<file path="config.mk">
export PLATFORM = sky130hd
export DESIGN_NAME = and_result_buffer
export DESIGN_NICKNAME = d
export VERILOG_FILES = /design/src/rtl/gates_pkg.sv /design/src/rtl/ones_count.sv /design/src/rtl/and_result_buffer.sv
export SDC_FILE = /design/constraint.sdc
export NUM_CORES = 1
export LEC_CHECK = 0
export ABC_AREA = 0
export BUFFER_PORTS_ARGS = -buffer_cell sky130_fd_sc_hd__buf_2
export CAP_MARGIN = 0
export CORE_ASPECT_RATIO = 1.4
export CORE_UTILIZATION = 44
export CTS_CLUSTER_SIZE = 16
export DETAILED_ROUTE_END_ITERATION = 16
export PLACE_DENSITY = 0.75
export REMOVE_ABC_BUFFERS = 1
export SLEW_MARGIN = 15
export SYNTH_ARGS = -nofsm -noshare
export SYNTH_HDL_FRONTEND = slang
export SYNTH_SLANG_ARGS = --single-unit
</file>
<file path="constraint.sdc">
create_clock -name clk -period 2.85 [get_ports clk]
set_input_delay 0 -clock clk [delete_from_list [all_inputs] [get_ports clk]]
set_output_delay 0 -clock clk [all_outputs]
set_load 0.05 [all_outputs]
</file>
<file path="src/rtl/gates_pkg.sv">
// Types and constants shared by the 4-bit AND gate block and its result buffer.
package gates_pkg;

    localparam int GATE_W = 4;

    typedef struct packed {
        logic [0:GATE_W-1] y1;
        logic              y2;
    } result_t;

    typedef enum logic [1:0] {
        OCC_EMPTY   = 2'd0,
        OCC_PARTIAL = 2'd1,
        OCC_FULL    = 2'd2
    } occ_t;

endpackage

</file>
<file path="src/rtl/ones_count.sv">
// Combinational population count of a result vector.
module ones_count #(
    parameter int WIDTH = 4
) (
    input  logic [0:WIDTH-1]               vec,
    output logic [$clog2(WIDTH+1)-1:0]     ones
);
    localparam int OW = $clog2(WIDTH+1);

    always_comb begin
        ones = '0;
        for (int i = 0; i < WIDTH; i++) begin
            ones = ones + OW'(vec[i]);
        end
    end

endmodule

</file>
<file path="src/rtl/and_result_buffer.sv">
// Small FIFO that holds AND-gate results for a valid/ready consumer, with head
// popcount and a saturating count of accepted all-ones results.
module and_result_buffer
    import gates_pkg::*;
#(
    parameter int WIDTH = GATE_W,
    parameter int DEPTH = 4,
    parameter int CNT_W = 8
) (
    input  logic                          clk,
    input  logic                          reset,
    input  logic                          in_valid,
    output logic                          in_ready,
    input  logic [0:WIDTH-1]              y1,
    input  logic                          y2,
    output logic                          out_valid,
    input  logic                          out_ready,
    output logic [0:WIDTH-1]              out_y1,
    output logic                          out_y2,
    output logic [$clog2(WIDTH+1)-1:0]    out_ones,
    output logic [$clog2(DEPTH+1)-1:0]    level,
    output logic [CNT_W-1:0]              all_ones_cnt
);
    localparam int PW = $clog2(DEPTH);
    localparam int LW = $clog2(DEPTH+1);

    logic [PW-1:0]    wr_ptr_reg, wr_ptr_next;
    logic [PW-1:0]    rd_ptr_reg, rd_ptr_next;
    logic [LW-1:0]    level_reg, level_next;
    logic [CNT_W-1:0] cnt_reg, cnt_next;
    occ_t             occ;
    logic             push, pop;
    logic [WIDTH:0]   wr_entry, head_entry;
    logic [0:WIDTH-1] head_y1;

    // Entries are packed {y1, y2} so y1[0] lands in the MSB, same as result_t.
    assign wr_entry = {y1, y2};

    generate
        if (WIDTH == GATE_W) begin : g_struct_mem
            result_t mem [DEPTH];
            always_ff @(posedge clk) begin
                if (push) mem[wr_ptr_reg] <= result_t'(wr_entry);
            end
            assign head_entry = mem[rd_ptr_reg];
        end else begin : g_raw_mem
            logic [WIDTH:0] mem [DEPTH];
            always_ff @(posedge clk) begin
                if (push) mem[wr_ptr_reg] <= wr_entry;
            end
            assign head_entry = mem[rd_ptr_reg];
        end
    endgenerate

    always_comb begin
        occ = OCC_PARTIAL;
        if (level_reg == '0)              occ = OCC_EMPTY;
        else if (level_reg == LW'(DEPTH)) occ = OCC_FULL;
    end

    assign in_ready  = (occ != OCC_FULL) && !reset;
    assign out_valid = (occ != OCC_EMPTY) && !reset;
    assign push      = in_valid && in_ready;
    assign pop       = out_valid && out_ready;

    always_comb begin
        wr_ptr_next = wr_ptr_reg;
        rd_ptr_next = rd_ptr_reg;
        level_next  = level_reg;
        cnt_next    = cnt_reg;
        if (push) wr_ptr_next = wr_ptr_reg + PW'(1);
        if (pop)  rd_ptr_next = rd_ptr_reg + PW'(1);
        case ({push, pop})
            2'b10:   level_next = level_reg + LW'(1);
            2'b01:   level_next = level_reg - LW'(1);
            default: level_next = level_reg;
        endcase
        if (push && y2 && (cnt_reg != {CNT_W{1'b1}})) cnt_next = cnt_reg + CNT_W'(1);
    end

    always_ff @(posedge clk) begin
        if (reset) begin
            wr_ptr_reg <= '0;
            rd_ptr_reg <= '0;
            level_reg  <= '0;
            cnt_reg    <= '0;
        end else begin
            wr_ptr_reg <= wr_ptr_next;
            rd_ptr_reg <= rd_ptr_next;
            level_reg  <= level_next;
            cnt_reg    <= cnt_next;
        end
    end

    assign head_y1 = out_valid ? head_entry[WIDTH:1] : '0;
    assign out_y1  = head_y1;
    assign out_y2  = out_valid ? head_entry[0] : 1'b0;

    ones_count #(.WIDTH(WIDTH)) u_ones (
        .vec  (head_y1),
        .ones (out_ones)
    );

    assign level        = level_reg;
    assign all_ones_cnt = cnt_reg;

endmodule
</file>
==> results of run 1 <==
## repair_timing
item                      in CTS  in global routing
gates resized for setup        0                  0
hold endpoints to repair      20                  0
hold buffers                   5                  0
## area by class of cell
type,instances,area share [%]
repair buffers,34,9.70
well taps,42,2.61
clock buffers,8,4.48
inverters,7,1.31
multi-input cells,85,35.1
flip-flops and latches,37,46.8
## kinds of logic after synthesis
family | Yosys count | synth area share [%]
and+or+nand+nor | 46 | 16.0
buffers and inverters | 10 | 2.73
adders and majority gates | 10 | 8.27
muxes | 7 | 7.83
AOI/OAI and AO/OA | 18 | 7.61
DFF | 37 | 55.5
xor gates and xnor gates | 4 | 2.07
## synth_stat cells
| cell | n |
|---|---|
| edfxtp_1 | 20 |
| a311oi_1 | 2 |
| o21ai_0 | 3 |
| nor3b_1 | 1 |
| o31ai_2 | 1 |
| o311ai_0 | 3 |
| ha_1 | 8 |
| and3b_2 | 1 |
| mux2i_1 | 2 |
| or3b_4 | 1 |
| xor2_1 | 2 |
| or2_1 | 1 |
| nand2_2 | 1 |
| and3_4 | 1 |
| inv_1 | 7 |
| and2_4 | 1 |
| buf_6 | 1 |
| fa_1 | 2 |
| and2_1 | 9 |
| nand3_1 | 5 |
| nor3_2 | 1 |
| mux4_2 | 5 |
| or3_1 | 2 |
| xnor2_1 | 2 |
| clkbuf_1 | 1 |
| a31oi_1 | 1 |
| and2_2 | 1 |
| nor2_1 | 9 |
| o41ai_1 | 3 |
| a21oi_1 | 5 |
| nand2_1 | 8 |
| nor3_1 | 2 |
| buf_2 | 1 |
| nor3_4 | 1 |
| or3_2 | 1 |
| dfxtp_1 | 17 |
## report_power, final
group | internal, W | switching (W) | leakage [nW]
registers | 0.000581 | 0.0000160 | 0.319
clock network | 0.000197 | 0.000165 | 0.0455
logic | 0.0000614 | 0.000129 | 0.433
total | 0.000839 | 0.000310 | 0.798
## per-layer routing
layer  GRT usage (%)  share of wire (%)
met2            27.4                 53
met3            5.39                4.7
met5               0                  0
met1            19.2                 40
met4            10.3                2.4
## critical path: cells and delay by family, from the launching register on
family	cells	cell delay [ns]
simple gates	1	0.19
buf+inv	1	0.25
mux	1	0.54
flops	1	0.52
fa+ha+maj	3	0.96
## layout by cell type, fill, tap and decap left out, types with 3 or more instances in the layout
cell type / count
a21oi_1: 5
and2_1: 9
buf_2: 29
clkbuf_8: 6
dfxtp_1: 17
dlygate4sd3_1: 5
edfxtp_1: 20
ha_1: 8
inv_1: 7
mux4_2: 5
nand2_1: 8
nand3_1: 5
nor2_1: 9
o21ai_0: 3
o311ai_0: 3
o41ai_1: 3
## stage by stage
step / hold slack (ns) / setup slack (ns) / setup TNS [ns] / utilization [%]
2_1_floorplan: 0.0691 / -0.546 / -1.33 / -
3_3_place_gp: 0.215 / 0.434 / 0 / 50.9
3_5_place_dp: 0.223 / 0.374 / 0 / 50.9
4_1_cts: 0.0555 / 0.0628 / 0 / 54.7
5_1_grt: 0.0730 / 0.00751 / 0 / 54.7
6_report: 0.0634 / 0.105 / 0 / 54.7
## worst paths after layout
check,endpoint,slack [ns],cells after the start,startpoint
worst max-delay path,out_ones[1],0.11,6,register
worst min-delay path,register,0.06,2,reset
worst max register to register,level[2],0.41,9,level[2]
worst min register to register,rd_ptr_reg[1],0.46,1,rd_ptr_reg[1]
==> impl_metrics.py, run 1 <==
metrics = {
    "die": {
        "fp.dieH_um": 75.4,
        "die_w_um": 54.4,
        "core_area_um2": 3680,
        "initial_core_util_pct": 46.1,
        "die_area_um2": 4110,
        "pin_count": 30,
        "fp-row-count": 26,
    },
    "grt": {
        "overflow": 0,
        "grt_pass1_vias": 1071,
        "antenna_found_initial": 0,
        "grt_max_degree": 16,
        "grt_pass1_wl_mm": 4.86,
        "track_usage_pct": 17.0,
    },
    "synthesis": {
        "synth.largest_area_cell": "edfxtp_1",
        "ys_seq_area_share_pct": 55.5,
        "ys_warn_count": 0,
        "yosysUniqueCellTypes": 36,
        "ys_top_cells_by_area": "edfxtp_1, dfxtp_1, mux4_2, ha_1, and2_1",
        "syn_area_per_cell_um2": 12.8,
        "syn_inst": 132,
        "ys_ff_latch": 37,
        "synth_top_area_share_pct": 35.5,
        "synth_area_um2": 1690,
    },
    "worst_setup_path": {
        "worstPathCellList": "mux4_2, and2_1, ha_1, fa_1, ha_1, buf_2",
        "cpMostUsedCell": "ha_1",
        "worstSetupStartpointType": "register",
        "slowest_stage": "mux4_2",
        "critPathMaxFanout": 5,
        "worstSetupPathType": "reg -> out",
        "end_kind": "output pin",
        "cp_data_arrival_time_ns": 2.74,
        "max_stage_delay_ns": 0.54,
        "cp.required_ns": 2.85,
    },
    "status": {
        "status": "completed",
    },
    "final_layout": {
        "num-nets-final": 189,
        "drive_above_1_share_pct": 29.2,
        "fin_cells": 213,
        "syn2layout_area_growth_pct": 18.8,
        "multiInputGateArea_um2": 707,
        "seq_area_um2": 941,
        "num-fill-cells": 317,
        "largest_register_ffs": 20,
        "final_cell_area_um2": 2010,
        "antenna_cells": 0,
    },
    "place": {
        "gp_congestion": 0.829,
        "port_buffers": 29,
        "place_area_um2": 1870,
        "hpwl_mm": 2.25,
        "place_inst": 200,
    },
    "power_and_ir_drop": {
        "ir_drop_v": 0.000394,
        "p_per_area_nw_per_um2": 571,
        "p_total_w": 0.00115,
        "p_leak_nw": 0.798,
    },
    "clock_tree": {
        "post_cts_buffers": 0,
        "clock-sinks": 37,
        "clk_path_buf_depth": 2,
        "path_clk_slew_ns": 0.07,
        "htreeDepth": 2,
        "cts_tree": "yes",
        "cts_made_buffers": 5,
        "clock_latency_ns": 0.28,
        "cts_root_buf": "clkbuf_8",
    },
    "timing": {
        "drv_slew": 0,
        "finalCritPeriodShare_pct": 96.3,
        "skew_ns": 0.00582,
        "max_slew_margin_pct": 70.6,
        "max_clock_freq_ghz": 0.364,
        "setup_viol": 0,
        "worstMarginPinSlew_ns": 0.440,
        "hold_viol": 0,
        "timing.final.crit_period_ns": 2.74,
        "rsz0062_at_grt": "false",
    },
    "detailed_routing": {
        "firstDrtPassIters": 5,
        "antenna_left": 0,
        "wl_per_cell_um": 14.2,
        "routed_wl_mm": 3.02,
        "drc": 0,
        "viasPerCell": 5.39,
        "via_count": 1149,
        "drt_iter0_drc": 21,
    },
    "min_path": {
        "hold_path_class": "in -> reg",
    },
    "job": {
        "max-cap-violations": 0,
    },
}
(Power assumes the default switching activity.)
==> inputs of run 2 (changes only) <==
--- a/config.mk
+++ b/config.mk
@@ -5,7 +5,7 @@
 export SDC_FILE = /design/constraint.sdc
 export NUM_CORES = 1
 export LEC_CHECK = 0
-export ABC_AREA = 0
+export ABC_AREA = 1
 export BUFFER_PORTS_ARGS = -buffer_cell sky130_fd_sc_hd__buf_2
 export CAP_MARGIN = 0
 export CORE_ASPECT_RATIO = 1.4
==> run 2 against run 1 <==
Compared with the run above:
- first-iteration DRC count rose by 95%
- die area rose by 7.3%
- clock power fell by 5.8%
- largest power group unchanged
- count of clock-buffer cells in the layout fell by 2
- via count rose by 16%
- critical path depth rose by 5
- cell area rose by 7.1%
- maximum frequency rose by 5.0%
- global-route usage fell by 1.3 points
- cell count rose by 32%
==> impl_metrics.py, run 2 <==
metrics = {
    "status": {
        "status": "completed",
    },
    "die": {
        "pin_count": 30,
        "die_w_um": 56.4,
        "core_area_um2": 3950,
        "fp.dieH_um": 78.1,
        "initial_core_util_pct": 46.1,
        "die_area_um2": 4410,
        "fp-row-count": 27,
    },
    "timing": {
        "drv_slew": 0,
        "max_slew_margin_pct": 68.6,
        "worstMarginPinSlew_ns": 0.469,
        "setup_viol": 0,
        "rsz0062_at_grt": "false",
        "finalCritPeriodShare_pct": 91.7,
        "skew_ns": 0.00545,
        "max_clock_freq_ghz": 0.383,
        "hold_viol": 0,
        "timing.final.crit_period_ns": 2.61,
        "whs_ns": 0.128,
        "setup_tns_ns": 0,
    },
    "grt": {
        "grt_pass1_wl_mm": 5.24,
        "antenna_found_initial": 0,
        "overflow": 0,
        "grt_max_degree": 15,
        "grt_pass1_vias": 1250,
        "track_usage_pct": 15.7,
    },
    "worst_setup_path": {
        "worstSetupStartpointType": "input pin",
        "critPathMaxFanout": 14,
        "r2r_end": "level[2]",
        "rrSetupSlack_ns": 0.78,
        "cp_data_arrival_time_ns": 2.61,
        "worstReg2RegStart": "level[1]",
        "cp.required_ns": 2.85,
        "end_kind": "output pin",
        "worstSetupPathType": "in -> out",
        "reg2reg_depth": 10,
    },
    "power_and_ir_drop": {
        "ir_drop_v": 0.000460,
        "p_leak_nw": 0.972,
        "p_per_area_nw_per_um2": 538,
    },
    "final_layout": {
        "largest_register_ffs": 20,
        "num-fill-cells": 366,
        "seq_area_um2": 941,
        "num-nets-final": 256,
        "syn2layout_area_growth_pct": 18.3,
        "final_common_cell": "nor2_1",
        "multiInputGateArea_um2": 769,
        "drive_above_1_share_pct": 22.3,
        "antenna_cells": 0,
        "fin_cells": 281,
        "final_cell_mix": "nor2_1, nand2_1, buf_2",
    },
    "synthesis": {
        "ys_top_cells_by_area": "edfxtp_1, dfxtp_1, nor2_1, nand2_1, ha_1",
        "ys_ff_latch": 37,
        "synth_top_area_share_pct": 33.0,
        "ys_warn_count": 0,
        "async_flop_share_pct": 0,
        "synth.largest_area_cell": "edfxtp_1",
        "synth-edff-count": 20,
        "synth_common_cells": "nor2_1, nand2_1, inv_1",
        "ys_seq_area_share_pct": 51.6,
        "syn_area_per_cell_um2": 9.25,
        "yosysMostFrequentCell": "nor2_1",
        "yosysUniqueCellTypes": 27,
        "synth_area_um2": 1820,
        "ys.flop_type": "edfxtp_1",
        "syn_inst": 197,
    },
    "detailed_routing": {
        "viasPerCell": 4.76,
        "wl_per_cell_um": 11.2,
        "routed_wl_mm": 3.14,
        "drc": 0,
        "antenna_left": 0,
        "via_count": 1337,
        "drt_iter0_drc": 41,
        "firstDrtPassIters": 6,
    },
    "place": {
        "hpwl_mm": 2.40,
        "port_buffers": 29,
        "place_inst": 267,
        "gp_congestion": 0.738,
    },
    "clock_tree": {
        "clock_latency_ns": 0.28,
        "htreeDepth": 2,
        "cts_made_buffers": 5,
        "clk_path_buf_depth": 2,
        "clock-sinks": 37,
        "path_clk_slew_ns": 0.07,
        "cts_root_buf": "clkbuf_8",
        "cts_tree": "yes",
    },
    "min_path": {
        "min_to": "wr_ptr_reg[0]",
        "whs_path_depth": 3,
        "hold_path_class": "in -> reg",
        "hp-start": "in_valid",
    },
    "job": {
        "max-cap-violations": 0,
    },
}
==> run 2: cell count changes in the layout (fill, tap and decap cells not counted), moves of 5 or more <==
cell / change
nand2_1: +25
nand3_1: -5
and2_1: -9
inv_1: +16
o21ai_0: +10
mux4_2: -5
a21oi_1: +8
nor2_1: +27
==> run 2: repair_timing <==
| action | in CTS | in global routing |
|---|---|---|
| hold buffers | 6 | 0 |
| hold endpoints to repair | 22 | 0 |
| resized for setup | 0 | 2 |
| buffers inserted | 0 | 0 |
| setup endpoints to repair | 0 | 1 |
==> run 2: worst max-delay path by stage <==
stage	from	depth (start not counted)	slack, ns	end
finish	reset	11	0.24	out_ones[1]
global route	reset	11	0.04	out_ones[1]
CTS	reset	11	0.16	out_ones[1]
detailed placement	register	9	0.47	out_ones[1]
global placement	register	9	0.54	out_ones[1]
floorplan	level[1]	9	-0.77	out_ones[1]
==> run 2: power breakdown <==
part	internal, W	total [W]	leakage [nW]	switching [W]
clock network	0.000169	0.000341	0.0450	0.000172
logic	0.0000587	0.000217	0.607	0.000158
registers	0.000583	0.000601	0.320	0.0000179
total	0.000811	0.00116	0.972	0.000348
==> run 2: per-stage QoR <==
stage | worst slack (ns) | cell area (µm²) | utilization, % | power, W
3_5_place_dp | 0.472 | 2010 | 50.9 | 0.000825
6_report | 0.236 | 2150 | 54.5 | 0.00116
5_1_grt | 0.0391 | 2150 | 54.5 | 0.00122
4_1_cts | 0.157 | 2150 | 54.5 | 0.00117
3_3_place_gp | 0.535 | 2010 | 50.9 | 0.000820
2_1_floorplan | -0.768 | 1810 | - | 0.000776
==> run 2: cell families (layout without fill, tap and decap cells) <==
family / Yosys count / count (layout) / synth area share [%]
AND/OR/NAND/NOR: 83 / 83 / 22.2
XOR/XNOR: 5 / 5 / 2.40
AO/OA/AOI/OAI: 33 / 33 / 9.96
buffers and inverters: 29 / 70 / 6.11
flip-flops: 37 / 37 / 51.6
adder cells (fa/ha/maj): 10 / 10 / 7.69
==> run 2: critical path: stages <==
cell and delay, ns:
dlygate4sd3_1 0.52, buf_2 0.19, clkinv_2 0.24, nand2_2 0.24, inv_1 0.09, nand2_1 0.07, a31oi_1 0.05, ha_1 0.32
fa_1 0.37, ha_1 0.28, buf_2 0.25
==> run 2: cell type report <==
cell class                 count  area share (%)
inverter                      27            4.76
tap                           43            2.50
sequential                    37            43.7
clock buffer                   6            3.37
clock inverter                 2           0.465
multi-input combinational    131            35.7
timing repair buffer          35            9.52
==> run 2: layer usage <==
metal	GRT usage (%)	part of all wire (%)	vias up
li1	-	-	714
met1	16.2	38	582
met2	28.7	56	36
met3	4.28	4.0	5
met4	8.05	1.8	0
met5	0	0	-
